## src/rtl/spi_config_master_pkg.sv

```systemverilog
// Shared definitions for the SPI configuration master: FSM encoding and
// the byte count of a full configuration load.
package spi_config_master_pkg;

   typedef enum logic [2:0] {
      ST_IDLE,
      ST_SETUP,
      ST_LOAD,
      ST_SHIFT,
      ST_HOLD
   } state_t;

   localparam int CFG_FRAME_BYTES = 215;

endpackage

```

## src/rtl/spi_config_master_if.sv

```systemverilog
// Frame control, byte-stream handshake and SPI pins of the configuration
// master, bundled so the controller and its client share one port list.
interface spi_config_master_if;

   localparam int DW = 8;

   logic          start;
   logic [DW-1:0] frame_len;
   logic [DW-1:0] tx_data;
   logic          tx_valid;
   logic          tx_ready;
   logic [DW-1:0] rx_data;
   logic          rx_valid;
   logic          busy;
   logic          done;
   logic          SCLK;
   logic          MOSI;
   logic          SS;
   logic          MISO;

   modport master (
      input  start, frame_len, tx_data, tx_valid, MISO,
      output tx_ready, rx_data, rx_valid, busy, done, SCLK, MOSI, SS
   );

   modport slave (
      output start, frame_len, tx_data, tx_valid, MISO,
      input  tx_ready, rx_data, rx_valid, busy, done, SCLK, MOSI, SS
   );

endinterface

```

## src/rtl/spi_sclk_gen.sv

```systemverilog
// SPI mode-0 clock generator: divider, SCLK register, edge strobes and
// per-byte bit counter. Runs only while enabled; otherwise parks at zero.
module spi_sclk_gen #(
   parameter int CLK_DIV = 4
) (
   input  logic system_clock,
   input  logic reset,
   input  logic i_en,
   output logic o_sclk,
   output logic o_rise,
   output logic o_fall,
   output logic o_last
);

   localparam logic [7:0] DIV_TC = 8'(CLK_DIV - 1);

   logic [7:0] r_div;
   logic [2:0] r_bit;
   logic       r_sclk;
   logic       w_wrap;

   assign w_wrap = i_en && (r_div == DIV_TC);

   always_ff @(posedge system_clock) begin
      if (!reset) begin
         r_div  <= 8'd0;
         r_bit  <= 3'd0;
         r_sclk <= 1'b0;
      end else if (!i_en) begin
         r_div  <= 8'd0;
         r_bit  <= 3'd0;
         r_sclk <= 1'b0;
      end else if (w_wrap) begin
         r_div  <= 8'd0;
         r_sclk <= ~r_sclk;
         if (r_sclk)
            r_bit <= r_bit + 3'd1;
      end else begin
         r_div <= r_div + 8'd1;
      end
   end

   // Strobes mark the system edge on which SCLK itself toggles.
   assign o_sclk = r_sclk;
   assign o_rise = w_wrap && !r_sclk;
   assign o_fall = w_wrap && r_sclk;
   assign o_last = o_fall && (r_bit == 3'd7);

endmodule

```

## src/rtl/spi_config_master.sv

```systemverilog
// SPI configuration master: streams frame_len bytes MSB-first in mode 0,
// captures MISO per byte, and frames the transfer with SS setup/hold.
//
// state    | meaning
// IDLE     | SS high, waiting for start with nonzero frame_len
// SETUP    | SS low, SS_SETUP cycles before the first byte
// LOAD     | tx_ready high, waiting for the next source byte
// SHIFT    | eight SCLK periods shifting the loaded byte
// HOLD     | SS low, SS_HOLD cycles after the last falling edge
module spi_config_master
   import spi_config_master_pkg::*;
#(
   parameter int CLK_DIV  = 4,
   parameter int SS_SETUP = 2,
   parameter int SS_HOLD  = 2
) (
   input logic                 system_clock,
   input logic                 reset,
   spi_config_master_if.master bus
);

   localparam logic [7:0] SETUP_TC = 8'(SS_SETUP - 1);
   localparam logic [7:0] HOLD_TC  = 8'(SS_HOLD - 1);

   state_t     r_state;
   state_t     w_next;
   logic [7:0] r_byte_cnt;
   logic [7:0] r_tmr;
   logic [6:0] r_tx_sh;
   logic [7:0] r_rx_sh;
   logic [7:0] r_rx_data;
   logic       r_mosi;
   logic       r_ss;
   logic       r_tx_ready;
   logic       r_rx_valid;
   logic       r_busy;
   logic       r_done_pend;
   logic       r_done;
   logic       w_start;
   logic       w_accept;
   logic       w_en;
   logic       w_sclk;
   logic       w_rise;
   logic       w_fall;
   logic       w_last;

   assign w_start  = (r_state == ST_IDLE) && bus.start && (bus.frame_len != 8'd0);
   assign w_accept = r_tx_ready && bus.tx_valid;
   assign w_en     = (r_state == ST_SHIFT);

   spi_sclk_gen #(.CLK_DIV(CLK_DIV)) u_sclk_gen (
      .system_clock (system_clock),
      .reset        (reset),
      .i_en         (w_en),
      .o_sclk       (w_sclk),
      .o_rise       (w_rise),
      .o_fall       (w_fall),
      .o_last       (w_last)
   );

   always_ff @(posedge system_clock) begin
      if (!reset)
         r_state <= ST_IDLE;
      else
         r_state <= w_next;
   end

   always_comb begin
      w_next = r_state;
      case (r_state)
         ST_IDLE:  if (w_start) w_next = ST_SETUP;
         ST_SETUP: if (r_tmr == 8'd0) w_next = ST_LOAD;
         ST_LOAD:  if (w_accept) w_next = ST_SHIFT;
         ST_SHIFT: if (w_last) w_next = (r_byte_cnt == 8'd1) ? ST_HOLD : ST_LOAD;
         ST_HOLD:  if (r_tmr == 8'd0) w_next = ST_IDLE;
         default:  w_next = ST_IDLE;
      endcase
   end

   // Status outputs are registered from the next state so they line up
   // with the state they describe without a combinational output path.
   always_ff @(posedge system_clock) begin
      if (!reset) begin
         r_byte_cnt  <= 8'd0;
         r_tmr       <= 8'd0;
         r_tx_sh     <= 7'd0;
         r_rx_sh     <= 8'd0;
         r_rx_data   <= 8'd0;
         r_mosi      <= 1'b0;
         r_ss        <= 1'b1;
         r_tx_ready  <= 1'b0;
         r_rx_valid  <= 1'b0;
         r_busy      <= 1'b0;
         r_done_pend <= 1'b0;
         r_done      <= 1'b0;
      end else begin
         r_ss        <= (w_next == ST_IDLE);
         r_busy      <= (w_next != ST_IDLE);
         r_tx_ready  <= (w_next == ST_LOAD);
         r_rx_valid  <= 1'b0;
         r_done_pend <= (r_state == ST_HOLD) && (w_next == ST_IDLE);
         r_done      <= r_done_pend;

         if (w_start) begin
            r_byte_cnt <= bus.frame_len;
            r_tmr      <= SETUP_TC;
         end else if ((r_state == ST_SETUP || r_state == ST_HOLD) && r_tmr != 8'd0) begin
            r_tmr <= r_tmr - 8'd1;
         end

         if (w_accept) begin
            r_mosi  <= bus.tx_data[7];
            r_tx_sh <= bus.tx_data[6:0];
         end

         if (w_rise)
            r_rx_sh <= {r_rx_sh[6:0], bus.MISO};

         // MOSI moves only on falling edges; the final one leaves it held.
         if (w_fall && !w_last) begin
            r_mosi  <= r_tx_sh[6];
            r_tx_sh <= {r_tx_sh[5:0], 1'b0};
         end

         if (w_last) begin
            r_byte_cnt <= r_byte_cnt - 8'd1;
            r_rx_data  <= r_rx_sh;
            r_rx_valid <= 1'b1;
            if (r_byte_cnt == 8'd1)
               r_tmr <= HOLD_TC;
         end
      end
   end

   assign bus.SS       = r_ss;
   assign bus.SCLK     = w_sclk;
   assign bus.MOSI     = r_mosi;
   assign bus.tx_ready = r_tx_ready;
   assign bus.rx_data  = r_rx_data;
   assign bus.rx_valid = r_rx_valid;
   assign bus.busy     = r_busy;
   assign bus.done     = r_done;

endmodule

```

## src/flat_wrapper.sv

```systemverilog
// flat-port wrapper written by rule: the top's interface ports become plain ports
module spi_config_master_flat import spi_config_master_pkg::*;
#(
   parameter int CLK_DIV  = 4,
   parameter int SS_SETUP = 2,
   parameter int SS_HOLD  = 2
)
  (system_clock, reset, bus_start, bus_frame_len, bus_tx_data, bus_tx_valid, bus_MISO, bus_tx_ready, bus_rx_data, bus_rx_valid, bus_busy, bus_done, bus_SCLK, bus_MOSI, bus_SS);
  spi_config_master_if bus_i ();
  input logic system_clock;
  input logic reset;
  input wire logic [$bits(bus_i.start)-1:0] bus_start;
  input wire logic [$bits(bus_i.frame_len)-1:0] bus_frame_len;
  input wire logic [$bits(bus_i.tx_data)-1:0] bus_tx_data;
  input wire logic [$bits(bus_i.tx_valid)-1:0] bus_tx_valid;
  input wire logic [$bits(bus_i.MISO)-1:0] bus_MISO;
  output wire logic [$bits(bus_i.tx_ready)-1:0] bus_tx_ready;
  output wire logic [$bits(bus_i.rx_data)-1:0] bus_rx_data;
  output wire logic [$bits(bus_i.rx_valid)-1:0] bus_rx_valid;
  output wire logic [$bits(bus_i.busy)-1:0] bus_busy;
  output wire logic [$bits(bus_i.done)-1:0] bus_done;
  output wire logic [$bits(bus_i.SCLK)-1:0] bus_SCLK;
  output wire logic [$bits(bus_i.MOSI)-1:0] bus_MOSI;
  output wire logic [$bits(bus_i.SS)-1:0] bus_SS;
  assign bus_i.start = bus_start;
  assign bus_i.frame_len = bus_frame_len;
  assign bus_i.tx_data = bus_tx_data;
  assign bus_i.tx_valid = bus_tx_valid;
  assign bus_i.MISO = bus_MISO;
  assign bus_tx_ready = bus_i.tx_ready;
  assign bus_rx_data = bus_i.rx_data;
  assign bus_rx_valid = bus_i.rx_valid;
  assign bus_busy = bus_i.busy;
  assign bus_done = bus_i.done;
  assign bus_SCLK = bus_i.SCLK;
  assign bus_MOSI = bus_i.MOSI;
  assign bus_SS = bus_i.SS;
  spi_config_master #(.CLK_DIV(CLK_DIV), .SS_SETUP(SS_SETUP), .SS_HOLD(SS_HOLD)) u_core (.system_clock(system_clock), .reset(reset), .bus(bus_i));
endmodule
```

## config.mk

```make
export PLATFORM = sky130hd
export DESIGN_NAME = spi_config_master_flat
export DESIGN_NICKNAME = d
export VERILOG_FILES = /design/src/rtl/spi_config_master_pkg.sv /design/src/rtl/spi_config_master_if.sv /design/src/rtl/spi_sclk_gen.sv /design/src/rtl/spi_config_master.sv /design/src/flat_wrapper.sv
export SDC_FILE = /design/constraint.sdc
export NUM_CORES = 1
export LEC_CHECK = 0
export ABC_AREA = 1
export BUFFER_PORTS_ARGS = -buffer_cell sky130_fd_sc_hd__buf_2
export CORE_ASPECT_RATIO = 2
export CORE_UTILIZATION = 49
export CTS_CLUSTER_SIZE = 16
export DETAILED_ROUTE_END_ITERATION = 10
export MAX_ROUTING_LAYER = met4
export PLACE_DENSITY = 0.68
export SLEW_MARGIN = 10
export SYNTH_ARGS = -nofsm -noshare
export SYNTH_HDL_FRONTEND = slang
export SYNTH_SLANG_ARGS = --single-unit
```

## constraint.sdc

```tcl
create_clock -name system_clock -period 3.9 [get_ports system_clock]
set_clock_uncertainty 0.2 [all_clocks]
set_input_delay 0.585 -clock system_clock [delete_from_list [all_inputs] [get_ports system_clock]]
set_output_delay 0.585 -clock system_clock [all_outputs]
set_load 0.005 [all_outputs]
```

; After elaboration in Yosys (flattened, before gate mapping)
; Cells that the tools add are included.
[word_totals]
ff_bits = 61
inputBits = 21
out_inout_bits = 15
elab_cells = 75
[classes]
addsub = 4
n_eq_ne = 8
n_mux = 18
bitwise_logic = 3
n_reduce_logical = 25
[ops]
columns = op, n
row1 = $mux 8, 6
row2 = $mux 3, 6
row3 = $reduce_bool 8->1, 2
row4 = $sub 8x1->8 const B, 2
row5 = $pmux 3 s5, 1
row6 = $mux 7, 2
row7 = $logic_and 1x1->1, 10
row8 = $eq 3x2->1 const B, 3
row9 = $add 8x1->8 const B, 1
row10 = $eq 8x1->1 const B, 1
row11 = $eq 8x2->1 const B, 1
row12 = $logic_not 8->1, 1
row13 = $eq 3x3->1 const B, 2
row14 = $logic_not 3->1, 2
row15 = $reduce_and 2->1, 2
row16 = $reduce_bool 2->1, 2
row17 = $add 3x1->3 const B, 1
row18 = $eq 3x1->1 const B, 1
row19 = $mux 1, 3
row20 = $not 1->1, 3
row21 = $reduce_bool 3->1, 1
row22 = $reduce_or 3->1, 1
row23 = $logic_not 1->1, 2
row24 = $reduce_or 2->1, 1
row25 = $logic_or 1x1->1, 1

; Logic depth before layout (Yosys ltp)
[depth]
ltp_word = 8
ltp_mapped = 12
ltp_nobuf = 12

; By module
; From an unflattened synthesis, not the netlist that was laid out.
[hier_totals]
hier_cells = 436
area_unflattened_um2 = 3000.4
[modules_own_cells]
columns = mod, instances, cells_per_inst, area_per_inst_um2, seq_area_each_um2
row1 = spi_config_master, 1, 340, 2354.8, 980.9
row2 = spi_sclk_gen, 1, 96, 645.6, 240.2

; Least setup slack after synthesis
; Ideal clock, no wire load.
[synth_path]
path_kind = input -> register
start = input bus_frame_len[1]
end = register u_core.r_busy (netlist: u_core.bus.busy)
setup_time_ns = 0.128
t_arrival_ns = 1.551
required_time_ns = 3.572
slack_ns = 2.021
stages = 8
path_buffers = 0
path_cell_list = nor2_1 > nand3_1 > o21ai_2 > nand3_1 > nor2_2 > nand3_1 > nor2_1 > nor2_1
[synth_between]
elab_chain_len = 5
[synth_lines]
columns = item, line
row1 = from (decl), flat_wrapper.sv:13  ; input wire logic [$bits(bus_i.frame_len)-1:0] bus_frame_len;
row2 = $reduce_bool 8->1, spi_config_master.sv:47  ; assign w_start = (r_state == ST_IDLE) && bus.start && (bus.frame_len != 8'd0);
row3 = $logic_and 1x1->1, spi_config_master.sv:47
row4 = $mux 3, spi_config_master.sv:71  ; ST_IDLE: if (w_start) w_next = ST_SETUP;
row5 = $pmux 3 s5, spi_config_master.sv:70  ; case (r_state)
row6 = $reduce_bool 3->1, spi_config_master.sv:98  ; r_busy <= (w_next != ST_IDLE);
row7 = to (signal assigned), spi_config_master.sv:98
row8 = to (decl), spi_config_master.sv:36  ; logic r_busy;
; No other way between the ends.
; A chain may end at the register's enable or synchronous reset.

; Final worst setup path
[layout_path]
start = register u_core.u_sclk_gen.r_bit[1]
end = register u_core.r_rx_data[7] (netlist: u_core.bus.rx_data[7])
[layout_between]
elab_chain_len = 2
[layout_lines]
columns = item, line
row1 = from (decl), spi_sclk_gen.sv:18  ; logic [2:0] r_bit;
row2 = from (signal assigned), spi_sclk_gen.sv:37  ; r_bit <= r_bit + 3'd1;
row3 = $eq 3x3->1, spi_sclk_gen.sv:47  ; assign o_last = o_fall && (r_bit == 3'd7);
row4 = $logic_and 1x1->1, spi_sclk_gen.sv:47
row5 = to (signal assigned), spi_config_master.sv:127  ; r_rx_data <= r_rx_sh;
row6 = to (decl), spi_config_master.sv:31  ; logic [7:0] r_rx_data;
; No other way between the ends.

==> impl_results.md <==
- Outcome: complete, no violations
- Area Overhead vs Synth: 18.0%
- Non-filler cells, final: between 400 and 500
- Commonest cells after routing, fill and taps aside: nand2_1 (62), dfxtp_1 (61), inv_1 (60)
- Ys Warns: 0
- Hpwl dp: between 4000 and 5000 µm
- Max Cap Viol: 0
- Largest net degree at the start of global routing: 25
- Clock latency at the later pin of the worst-skew pair: ~0.33 ns
- Worst EP required: 3.96 ns
- Kind of critical path: reg2reg
- Final Critical Period: approximately 2.3 ns
- Global-route wire length before repair: about 10000 µm
- Maximum buffer depth of the clock tree: 2
- Mean post-synth cell area: between 7 and 8 µm²
- Via Count: around 2600
- Final worst path period share: 0.595
- DRC viols: 0
- Post-synth EDFFs: 0
- Startpoint of the worst hold path: u_core.r_done_pend
- Tot GR Track Use: 0.216
- Post-synthesis sequential area ratio: 0.427
- ANT nets after route: 0
- Slew margin rel.: 0.545
- Clock sink count: slightly above 60
- Layout cells sized above 1: 0.171
- Critical R2R Launch: u_core.u_sclk_gen.r_bit[1]
- Final Hold Fails: 0
- Arrival time worst endpoint: around 2.4 ns
- Clock slew at reported path FFs: 0.05 ns
- Number of library cell types mapped by synthesis: 35
- Flops & latches, synth: 61
- Mapped cell area: approximately 2900 µm²
- Gr ovfl total: 0
- Commonest register cell after synthesis: dfxtp_1
- FF-to-FF setup slack: roughly 1.6 ns
- PwrDens: around 540 nW/µm²
- Peak VDD IR: roughly 0.43 mV
- Slew of the pin with the lowest slew margin: a little under 0.7 ns
- HP Class: reg2reg
- GPL Wtd Cong: about 0.86
- CTS tree: done
- ANT cells: 0
- Antenna violations before repair: 0
- Final setup viols: 0
- Worst Hold Endpoint: u_core.bus.done
- Cts hold-fix bufs: 0
- Fmax: between 400 and 500 MHz
- H-tree levels: 3
- Router iterations before antenna repair: 4
- Mapped Cells: 391
- Boundary Pins: 36
- DRT iter0 DRCs: about 70
- Top cell by count, worst path: ha_1
- Resize count post-CTS: 0
- Reg2Reg Depth: 6
- CTS Root Cell: clkbuf_16
- CP max stage cell: inv_1
- WP buf/inv: 1
- Chip height: approximately 110 µm
- Worst-path fanout max: 17
- DP Area: 3070 µm²
- Cts bufs inserted: 9
- Die Wd: 56.0 µm
- Final worst setup slack: between 1.5 and 2 ns
- Async SR Flop Fraction: 0
- Syn Nets: ~420
- Setup Fix Bufs, Post-CTS: 0
- Crit. End Element: register
- Core ar.: around 5700 µm²
- Drt wl/cell: between 10 and 15 µm
- Vias in the first global route: between 2000 and 2500
- Final instance area: approximately 3400 µm²
- Leading cell type in the layout, fill and taps excluded: nand2_1
- IO buf count: 35
- Starting density of the core: 0.505
- R2r endpoint: u_core.bus.rx_data[7]
- Die area: 6160 µm²
- Vias per cell: roughly 5.2
- Fin Setup TNS: 0 ns
- Worst stage delay on the critical path: 0.52 ns
- Final WL: roughly 6000 µm
- Slew Limit Fails: 0
- Worst setup SP type: register
- RSZ-0062 raised after global routing: no
- LEAKAGE: ~1.5 nW
- Top Family by Delay on Critical Path: buffers and inverters
- Worst hold path stage count: 2
- Post-layout nets: ~460
- Placed cell count: 479
- Crit-path cells: ha_1 > ha_1 > nand4_1 > inv_1 > o21ai_0 > a21oi_1
- Pre-CTS WS: 1.58 ns
- Core Rows: 39
logic make-up (layout without fill, tap and decap cells):
family	Yosys count	after routing	synth area share
simple gates	160	160	0.256
buf+inv	71	114	0.0980
compound gates	86	86	0.171
xor+xnor	7	7	0.0214
flops	61	61	0.427
fa+ha+maj	6	6	0.0263
state kept, by name (all words and copies together) (netlist names), 3 cells and up:
register,count
u_core.bus.rx_data,8
u_core.r_byte_cnt,8
u_core.r_rx_sh,8
u_core.r_state,3
u_core.r_tmr,8
u_core.r_tx_sh,7
u_core.u_sclk_gen.r_bit,3
u_core.u_sclk_gen.r_div,8
area by class of cell:
class	count	area [µm²]
repair buffers	36	183
multi-input cells	259	1360
clock buffers	11	243
clock inverters	5	60.1
fillers	539	2290
flip-flops and latches	61	1220
well taps	61	76.3
inverters	62	233
how the worst max path moves through the flow:
stage                                     startpoint               endpoint  slack, ns  depth (start not counted)
after detailed placement  u_core.u_sclk_gen.r_div[0]  u_core.bus.rx_data[2]       1.58                          7
after global routing      u_core.u_sclk_gen.r_bit[1]  u_core.bus.rx_data[5]       1.28                          6
after global placement              bus_frame_len[1]        u_core.bus.busy       1.64                          9
final                     u_core.u_sclk_gen.r_bit[1]  u_core.bus.rx_data[7]       1.58                          6
after floorplan                     bus_frame_len[1]        u_core.bus.busy       2.02                          8
after CTS                 u_core.u_sclk_gen.r_bit[1]  u_core.bus.rx_data[2]       1.57                          6
metal layers:
metal / share of wire / global-route usage / vias to the layer above
li1: - / - / 1332
met1: 0.40 / 0.205 / 1200
met2: 0.53 / 0.390 / 42
met3: 0.028 / 0.0513 / 18
met4: 0.035 / 0.132 / 0
met5: 0 / - / -
through the flow:
stage	utilization	hold WS (ns)	total power, mW
2_1_floorplan	-	0.190	0.959
3_3_place_gp	0.542	0.211	1.04
3_5_place_dp	0.542	0.210	1.04
4_1_cts	0.596	0.225	1.84
5_1_grt	0.596	0.259	1.92
6_report	0.596	0.221	1.83
power by group:
group | leakage (nW) | internal, mW | switching (mW)
sequential | 0.494 | 0.669 | 0.0281
combinational | 0.873 | 0.123 | 0.209
clock | 0.134 | 0.511 | 0.286
worst reg2reg max path, stage by stage (launching register included):
cell	delay [ns]
dfxtp_1	0.34
ha_1	0.15
ha_1	0.33
nand4_1	0.45
inv_1	0.52
o21ai_0	0.14
a21oi_1	0.13
cell usage after synthesis, types with 2 or more instances:
master	instances	area (µm²)
nand3_1	16	80.1
nor3_1	3	15.0
inv_1	60	225
nand4_1	4	25.0
a21oi_1	29	145
xnor2_1	2	17.5
a21oi_2	3	26.3
nor2_4	4	45.0
o21ai_0	34	170
nor3b_1	3	22.5
buf_2	2	10.0
inv_2	2	7.51
o21ai_1	3	15.0
nor2_2	3	18.8
nand3_2	3	30.0
o31ai_1	2	15.0
nor2_1	54	203
ha_1	6	75.1
dfxtp_1	61	1220
xor2_1	5	43.8
clkbuf_1	5	18.8
or2_2	2	12.5
nand2_1	62	233
a211oi_1	11	82.6
nand2_2	2	12.5
(Power assumes the default switching activity.)
